**src/rtl/nurn_update_seq_if.sv**
```systemverilog
// Bus bundle for the neuron update sequencer: sweep handshake, status-memory
// read port A, status-memory write port B and the spike event output.
interface nurn_update_seq_if #(
   parameter int DSIZE              = 16,
   parameter int NURN_CNT_BIT_WIDTH = 8
);
   logic                            start_i;
   logic                            busy_o;
   logic                            done_o;
   logic [NURN_CNT_BIT_WIDTH+1:0]   Addr_StatRd_A_o;
   logic                            rdEn_StatRd_A_o;
   logic [DSIZE-1:0]                data_StatRd_A_i;
   logic [NURN_CNT_BIT_WIDTH+1:0]   Addr_StatWr_B_o;
   logic                            wrEn_StatWr_B_o;
   logic [DSIZE-1:0]                data_StatWr_B_o;
   logic                            spike_o;
   logic [NURN_CNT_BIT_WIDTH-1:0]   spikeNurnId_o;

   modport master (
      input  start_i, data_StatRd_A_i,
      output busy_o, done_o,
      output Addr_StatRd_A_o, rdEn_StatRd_A_o,
      output Addr_StatWr_B_o, wrEn_StatWr_B_o, data_StatWr_B_o,
      output spike_o, spikeNurnId_o
   );

   modport slave (
      output start_i, data_StatRd_A_i,
      input  busy_o, done_o,
      input  Addr_StatRd_A_o, rdEn_StatRd_A_o,
      input  Addr_StatWr_B_o, wrEn_StatWr_B_o, data_StatWr_B_o,
      input  spike_o, spikeNurnId_o
   );
endinterface

```
**src/rtl/nurn_update_seq.sv**
```systemverilog
// Sweeps every neuron once per start: reads bias/potential/threshold, integrates
// with saturation, writes back the potential and clears post-spike history on fire.
module nurn_update_seq #(
   parameter int NUM_NURNS          = 256,
   parameter int DSIZE              = 16,
   parameter int NURN_CNT_BIT_WIDTH = 8,
   parameter int STDP_WIN_BIT_WIDTH = 8
) (
   input logic                clk_i,
   input logic                rst_n_i,
   nurn_update_seq_if.master  bus
);

   typedef enum logic [2:0] {
      IDLE, RD_BIAS, RD_POT, RD_TH, CALC, WR_POT, WR_HIST
   } state_t;

   localparam logic [NURN_CNT_BIT_WIDTH-1:0] LAST_NURN  = NURN_CNT_BIT_WIDTH'(NUM_NURNS - 1);
   localparam logic [DSIZE-1:0]              SAT_MAX    = {1'b0, {(DSIZE-1){1'b1}}};
   localparam logic [DSIZE-1:0]              SAT_MIN    = {1'b1, {(DSIZE-1){1'b0}}};
   localparam logic [STDP_WIN_BIT_WIDTH-1:0] HIST_CLEAR = '0;

   state_t                         state, nextState;
   logic [NURN_CNT_BIT_WIDTH-1:0]  nurnCnt;
   logic [DSIZE-1:0]               bias, pot, newPot, sumSat;
   logic [DSIZE:0]                 sumWide;
   logic                           fire, fireNext, lastNurn, doneQ;

   assign lastNurn = (nurnCnt == LAST_NURN);

   // NOTE: sequential state uses non-blocking assignments so every register
   // samples pre-edge values regardless of process ordering.
   always_ff @(posedge clk_i or negedge rst_n_i) begin
      if (!rst_n_i) state <= IDLE;
      else          state <= nextState;
   end

   always_comb begin
      nextState = state;
      unique case (state)
         IDLE:    if (bus.start_i) nextState = RD_BIAS;
         RD_BIAS: nextState = RD_POT;
         RD_POT:  nextState = RD_TH;
         RD_TH:   nextState = CALC;
         CALC:    nextState = WR_POT;
         WR_POT:  nextState = fire ? WR_HIST : (lastNurn ? IDLE : RD_BIAS);
         WR_HIST: nextState = lastNurn ? IDLE : RD_BIAS;
         default: nextState = IDLE;
      endcase
   end

   // Two's-complement add one bit wider; a sign disagreement between the top
   // two bits means overflow, and the top bit tells which rail to clamp to.
   always_comb begin
      sumWide = {pot[DSIZE-1], pot} + {bias[DSIZE-1], bias};
      if (sumWide[DSIZE] != sumWide[DSIZE-1]) sumSat = sumWide[DSIZE] ? SAT_MIN : SAT_MAX;
      else                                    sumSat = sumWide[DSIZE-1:0];
      fireNext = ($signed(sumSat) >= $signed(bus.data_StatRd_A_i));
   end

   always_ff @(posedge clk_i or negedge rst_n_i) begin
      if (!rst_n_i) begin
         nurnCnt <= '0;
         bias    <= '0;
         pot     <= '0;
         newPot  <= '0;
         fire    <= 1'b0;
         doneQ   <= 1'b0;
      end else begin
         doneQ <= (state != IDLE) && (nextState == IDLE);
         unique case (state)
            IDLE:    if (bus.start_i) nurnCnt <= '0;
            RD_POT:  bias <= bus.data_StatRd_A_i;
            RD_TH:   pot  <= bus.data_StatRd_A_i;
            CALC: begin
               fire   <= fireNext;
               newPot <= fireNext ? '0 : sumSat;
            end
            WR_POT:  if (!fire && !lastNurn) nurnCnt <= nurnCnt + 1'b1;
            WR_HIST: if (!lastNurn) nurnCnt <= nurnCnt + 1'b1;
            default: ;
         endcase
      end
   end

   // NOTE: every output gets a default before the case so no latch is inferred;
   // the defaults also keep the buses parked at {n,00}/0 while idle.
   always_comb begin
      bus.busy_o          = (state != IDLE);
      bus.done_o          = doneQ;
      bus.rdEn_StatRd_A_o = 1'b0;
      bus.Addr_StatRd_A_o = {nurnCnt, 2'b00};
      bus.wrEn_StatWr_B_o = 1'b0;
      bus.Addr_StatWr_B_o = {nurnCnt, 2'b00};
      bus.data_StatWr_B_o = '0;
      bus.spike_o         = 1'b0;
      bus.spikeNurnId_o   = '0;
      unique case (state)
         RD_BIAS: bus.rdEn_StatRd_A_o = 1'b1;
         RD_POT: begin
            bus.rdEn_StatRd_A_o      = 1'b1;
            bus.Addr_StatRd_A_o[1:0] = 2'b01;
         end
         RD_TH: begin
            bus.rdEn_StatRd_A_o      = 1'b1;
            bus.Addr_StatRd_A_o[1:0] = 2'b10;
         end
         WR_POT: begin
            bus.wrEn_StatWr_B_o      = 1'b1;
            bus.Addr_StatWr_B_o[1:0] = 2'b01;
            bus.data_StatWr_B_o      = newPot;
         end
         WR_HIST: begin
            bus.wrEn_StatWr_B_o      = 1'b1;
            bus.Addr_StatWr_B_o[1:0] = 2'b11;
            bus.data_StatWr_B_o      = DSIZE'(HIST_CLEAR);
            bus.spike_o              = 1'b1;
            bus.spikeNurnId_o        = nurnCnt;
         end
         default: ;
      endcase
   end

endmodule

```
**src/flat_wrapper.sv**
```systemverilog
// flat-port wrapper written by rule: the top's interface ports become plain ports
module nurn_update_seq_flat 
#(
   parameter int NUM_NURNS          = 256,
   parameter int DSIZE              = 16,
   parameter int NURN_CNT_BIT_WIDTH = 8,
   parameter int STDP_WIN_BIT_WIDTH = 8
)
  (clk_i, rst_n_i, bus_start_i, bus_data_StatRd_A_i, bus_busy_o, bus_done_o, bus_Addr_StatRd_A_o, bus_rdEn_StatRd_A_o, bus_Addr_StatWr_B_o, bus_wrEn_StatWr_B_o, bus_data_StatWr_B_o, bus_spike_o, bus_spikeNurnId_o);
  nurn_update_seq_if #(.DSIZE(DSIZE), .NURN_CNT_BIT_WIDTH(NURN_CNT_BIT_WIDTH)) bus_i ();
  input logic clk_i;
  input logic rst_n_i;
  input wire logic [$bits(bus_i.start_i)-1:0] bus_start_i;
  input wire logic [$bits(bus_i.data_StatRd_A_i)-1:0] bus_data_StatRd_A_i;
  output wire logic [$bits(bus_i.busy_o)-1:0] bus_busy_o;
  output wire logic [$bits(bus_i.done_o)-1:0] bus_done_o;
  output wire logic [$bits(bus_i.Addr_StatRd_A_o)-1:0] bus_Addr_StatRd_A_o;
  output wire logic [$bits(bus_i.rdEn_StatRd_A_o)-1:0] bus_rdEn_StatRd_A_o;
  output wire logic [$bits(bus_i.Addr_StatWr_B_o)-1:0] bus_Addr_StatWr_B_o;
  output wire logic [$bits(bus_i.wrEn_StatWr_B_o)-1:0] bus_wrEn_StatWr_B_o;
  output wire logic [$bits(bus_i.data_StatWr_B_o)-1:0] bus_data_StatWr_B_o;
  output wire logic [$bits(bus_i.spike_o)-1:0] bus_spike_o;
  output wire logic [$bits(bus_i.spikeNurnId_o)-1:0] bus_spikeNurnId_o;
  assign bus_i.start_i = bus_start_i;
  assign bus_i.data_StatRd_A_i = bus_data_StatRd_A_i;
  assign bus_busy_o = bus_i.busy_o;
  assign bus_done_o = bus_i.done_o;
  assign bus_Addr_StatRd_A_o = bus_i.Addr_StatRd_A_o;
  assign bus_rdEn_StatRd_A_o = bus_i.rdEn_StatRd_A_o;
  assign bus_Addr_StatWr_B_o = bus_i.Addr_StatWr_B_o;
  assign bus_wrEn_StatWr_B_o = bus_i.wrEn_StatWr_B_o;
  assign bus_data_StatWr_B_o = bus_i.data_StatWr_B_o;
  assign bus_spike_o = bus_i.spike_o;
  assign bus_spikeNurnId_o = bus_i.spikeNurnId_o;
  nurn_update_seq #(.NUM_NURNS(NUM_NURNS), .DSIZE(DSIZE), .NURN_CNT_BIT_WIDTH(NURN_CNT_BIT_WIDTH), .STDP_WIN_BIT_WIDTH(STDP_WIN_BIT_WIDTH)) u_core (.clk_i(clk_i), .rst_n_i(rst_n_i), .bus(bus_i));
endmodule
```
**config.mk**
```make
export PLATFORM = sky130hd
export DESIGN_NAME = nurn_update_seq_flat
export DESIGN_NICKNAME = d
export VERILOG_FILES = /design/src/rtl/nurn_update_seq_if.sv /design/src/rtl/nurn_update_seq.sv /design/src/flat_wrapper.sv
export SDC_FILE = /design/constraint.sdc
export NUM_CORES = 1
export LEC_CHECK = 0
export CORE_ASPECT_RATIO = 1.75
export CORE_MARGIN = 5
export CORE_UTILIZATION = 54
export DETAILED_ROUTE_END_ITERATION = 6
export GPL_TIMING_DRIVEN = 0
export PLACE_DENSITY = 0.91
export SYNTH_ARGS = -nofsm -noshare
export SYNTH_HDL_FRONTEND = slang
export SYNTH_SLANG_ARGS = --single-unit
```
**constraint.sdc**
```tcl
create_clock -name clk_i -period 6.5 [get_ports clk_i]
set_input_delay 0.975 -clock clk_i [delete_from_list [all_inputs] [get_ports clk_i]]
set_output_delay 0.975 -clock clk_i [all_outputs]
set_load 0.1 [all_outputs]
```
==> results.rst <==
.. list-table::
   :header-rows: 1

   * - Metric
     - Value
   * - Wire length of the first global-routing pass
     - ~18,000 µm
   * - Detailed Routing Iterations Pass 1
     - 4
   * - WS Path Type
     - reg -> reg
   * - Clock period minus final worst setup slack
     - between 5 and 6 ns
   * - Count of nets left with antenna violations after detail routing
     - 0
   * - Initial cell density of the core
     - 54.6%
   * - CTS tree
     - built
   * - Number of port buffers
     - 67
   * - Leading register cell type out of synthesis
     - sky130_fd_sc_hd__dfrtp_1
   * - Outcome
     - finished, final reports clean
   * - Layer carrying the most global-route usage
     - met2
   * - Number of nets in the layout
     - between 500 and 600
   * - Total half-perimeter wirelength after legalization and detailed placement
     - around 9000 µm
   * - Cells on Worst Hold Path
     - 2
   * - # clock sinks
     - approximately 60
   * - Max-cap violations
     - 0
   * - Endpoint kind of the worst setup timing path
     - flop
   * - Cell at the root of the clock tree
     - sky130_fd_sc_hd__clkbuf_16
   * - Violation count after the first detailed-route iteration
     - between 150 and 200
   * - Fin. max-slew vios
     - 0
   * - Post-detailed-route DRC marker count
     - 0
   * - Worst Reg2Reg Path Length in Cells
     - 20
   * - Ratio of cells with drive above 1 in the final layout
     - 10.6%
   * - Sequential share of the synthesized area
     - between 30% and 40%
   * - Horizontal extent of the die
     - between 70 and 80 µm
   * - Final worst hold slack
     - 0.475 ns
   * - Worst min path class
     - reg -> reg
   * - Endpoint of the worst hold path
     - u_core.newPot[0]
   * - Global Route met3 Usage
     - 6.33%
   * - Register-to-Register Setup Slack
     - 0.57 ns
   * - Max Clock Freq
     - 169 MHz
   * - Unrepaired setup endpoints after global routing
     - false
   * - CP Launch Type
     - flop
   * - Gate count after technology mapping
     - around 440
   * - Critical Path Fanout Max
     - 10
   * - Leading cell type in the layout, fill and taps excluded
     - sky130_fd_sc_hd__clkdlybuf4s50_1
   * - Vias in the first global route
     - approximately 3,800
   * - Maximum number of pins on one net before global-route repair
     - 38
   * - RePlAce Congestion
     - 0.945
   * - Commonest cells after routing, fill and taps aside
     - sky130_fd_sc_hd__clkdlybuf4s50_1, sky130_fd_sc_hd__dfrtp_1, sky130_fd_sc_hd__nand2_1
   * - Number of antenna violations at the first check in global routing
     - 0
   * - Worst Hold Launch
     - u_core.newPot[0]
   * - Met2 Use GR
     - 42.8%
   * - Final Setup Violations
     - 0
   * - Startpoint of the worst-slack reg-to-reg timing path
     - u_core.pot[1]
   * - Clock-pin transition on the worst setup and hold timing paths
     - roughly 0.050 ns
   * - Fraction of registers with async set/reset
     - between 90% and 100%
   * - Worst endpoint required time
     - roughly 6.7 ns
   * - FP Rows
     - between 40 and 50
   * - Vert. Die Dim
     - 125 µm
   * - Total CTS buffers
     - 9
   * - Hold Fails Final Rpt
     - 0
   * - Global routing met1 resource utilization
     - roughly 22%
   * - Setup bufs post-CTS
     - 0
   * - Worst endpoint data arrival time
     - ~6.1 ns
   * - Final setup TNS
     - 0 ns
   * - Area of the placeable core
     - 7510 µm²
   * - Measured slew at the worst slew-check pin
     - just under 1 ns
   * - Post-Route Skew
     - between 0.006 and 0.007 ns
   * - Maximum number of buffers from clock root to sink
     - 2
   * - Total track usage
     - between 20% and 30%
   * - Vias after detailed routing
     - between 3,000 and 4,000
   * - Hold-fix buffer count after cts
     - 0
   * - Die outline area
     - ~9500 µm²
   * - H-tree depth
     - 3
   * - Fraction of the cycle the final worst path needs
     - between 90% and 100%
   * - Number of storage elements in the synthesis netlist
     - between 60 and 70
   * - Mean post-synth cell area
     - a little over 9 µm²
   * - Worst slew margin
     - 33.9%
   * - Fillcell total
     - 587
   * - Syn Nets
     - roughly 500
   * - Insertion delay of the later-clocked pin in the worst-skew pair
     - approximately 0.34 ns
   * - Wirelength, routed
     - around 11,000 µm
   * - Area of the mapped netlist
     - between 4000 and 5000 µm²
   * - Diodes inserted
     - 0
   * - Yosys warns
     - 0
   * - Routed wire length per instance
     - around 18 µm
   * - Post-CTS Resized
     - 0
   * - Boundary pin count
     - 68
   * - Distinct cell type count of the synthesized netlist
     - 60
   * - RR Endpoint
     - u_core.newPot[8]
   * - Average via count per standard cell
     - 5.98
   * - Count of flip-flops with a built-in enable after synthesis
     - 0
   * - Post-synthesis to final-layout area growth
     - 27.3%
   * - Final global-route overflow total
     - 0
metal layers:
metal,up-vias,share of wire [%]
li1,1735,-
met1,1751,35
met2,149,54
met3,43,5.9
met4,0,5.7
met5,-,0
cell families (layout without fill, tap and decap cells):
| kind of cell | count (synthesis) | in the layout | synth area share, % |
|---|---|---|---|
| muxes | 21 | 21 | 5.70 |
| xor gates and xnor gates | 12 | 12 | 2.56 |
| adders and majority gates | 36 | 36 | 11.2 |
| buffers and inverters | 56 | 140 | 6.34 |
| AOI/OAI and AO/OA | 117 | 117 | 19.7 |
| DFF | 61 | 61 | 37.2 |
| and+or+nand+nor | 140 | 140 | 17.3 |
worst max-delay path, cell delays in order (launching register included):
cell,delay [ns]
sky130_fd_sc_hd__dfrtp_1,0.40
sky130_fd_sc_hd__ha_1,0.31
sky130_fd_sc_hd__a211o_1,0.30
sky130_fd_sc_hd__a211o_1,0.36
sky130_fd_sc_hd__a41oi_1,0.38
sky130_fd_sc_hd__o21bai_1,0.13
sky130_fd_sc_hd__a21oi_1,0.26
sky130_fd_sc_hd__xnor2_1,0.11
sky130_fd_sc_hd__ha_1,0.31
sky130_fd_sc_hd__clkbuf_1,0.42
sky130_fd_sc_hd__inv_1,0.20
sky130_fd_sc_hd__clkbuf_1,0.31
sky130_fd_sc_hd__a21boi_2,0.25
sky130_fd_sc_hd__ha_1,0.28
sky130_fd_sc_hd__a211oi_2,0.23
sky130_fd_sc_hd__nor2_1,0.08
sky130_fd_sc_hd__or4_1,0.48
sky130_fd_sc_hd__a31o_1,0.28
sky130_fd_sc_hd__mux2_4,0.37
sky130_fd_sc_hd__buf_6,0.16
sky130_fd_sc_hd__a22o_1,0.21
synth_stat cells, types with 8 or more instances:
master	number	area, µm²
sky130_fd_sc_hd__clkbuf_1	14	52.6
sky130_fd_sc_hd__a21o_1	8	60.1
sky130_fd_sc_hd__a21oi_1	15	75.1
sky130_fd_sc_hd__mux2_2	15	169
sky130_fd_sc_hd__nor2_1	26	97.6
sky130_fd_sc_hd__xor2_1	8	70.1
sky130_fd_sc_hd__and2_1	30	188
sky130_fd_sc_hd__nand2_1	41	154
sky130_fd_sc_hd__buf_4	11	82.6
sky130_fd_sc_hd__nand3_1	8	40.0
sky130_fd_sc_hd__inv_1	28	105
sky130_fd_sc_hd__dfrtp_1	61	1530
sky130_fd_sc_hd__ha_1	35	438
sky130_fd_sc_hd__o21ai_0	37	185
sky130_fd_sc_hd__a22o_1	13	114
worst max-delay path by stage:
stage,startpoint,to,slack [ns],cells past startpoint
floorplan,u_core.pot[1],u_core.newPot[11],1.44,20
global placement,u_core.pot[1],u_core.newPot[6],0.75,20
detailed placement,u_core.pot[1],u_core.newPot[8],0.70,20
CTS,u_core.pot[1],u_core.newPot[8],0.64,20
global route,u_core.pot[1],u_core.newPot[11],0.28,20
finish,u_core.pot[1],u_core.newPot[8],0.57,20
flip-flops by register name (all words and copies together) (netlist names):
name and count:
u_core.bias 16, u_core.newPot 16, u_core.pot 16, u_core.nurnCnt 8, u_core.state 3, u_core.bus.done_o 1
u_core.fire 1
stage by stage:
stage	utilization, %	worst slack [ns]	instances	area (µm²)
floorplan	-	1.44	443	4100
global placement	65.0	0.751	598	4880
detailed placement	65.2	0.696	599	4900
CTS	69.5	0.638	615	5230
global route	69.5	0.278	615	5230
finish	69.5	0.572	615	5230
cell type report:
cell class / count / area, µm² / area share, %
Inverter: 28 / 105 / 2.01
Clock buffer: 12 / 256 / 4.91
Sequential cell: 61 / 1530 / 29.2
Clock inverter: 4 / 70.1 / 1.34
Buffer: 28 / 155 / 2.97
Timing Repair Buffer: 68 / 686 / 13.1
Tap cell: 88 / 110 / 2.11
Multi-Input combinational cell: 326 / 2320 / 44.3
Power is left out: the tool's default activity adds up to more than one toggle a clock period on the data nets, which glitch-free logic cannot reach.
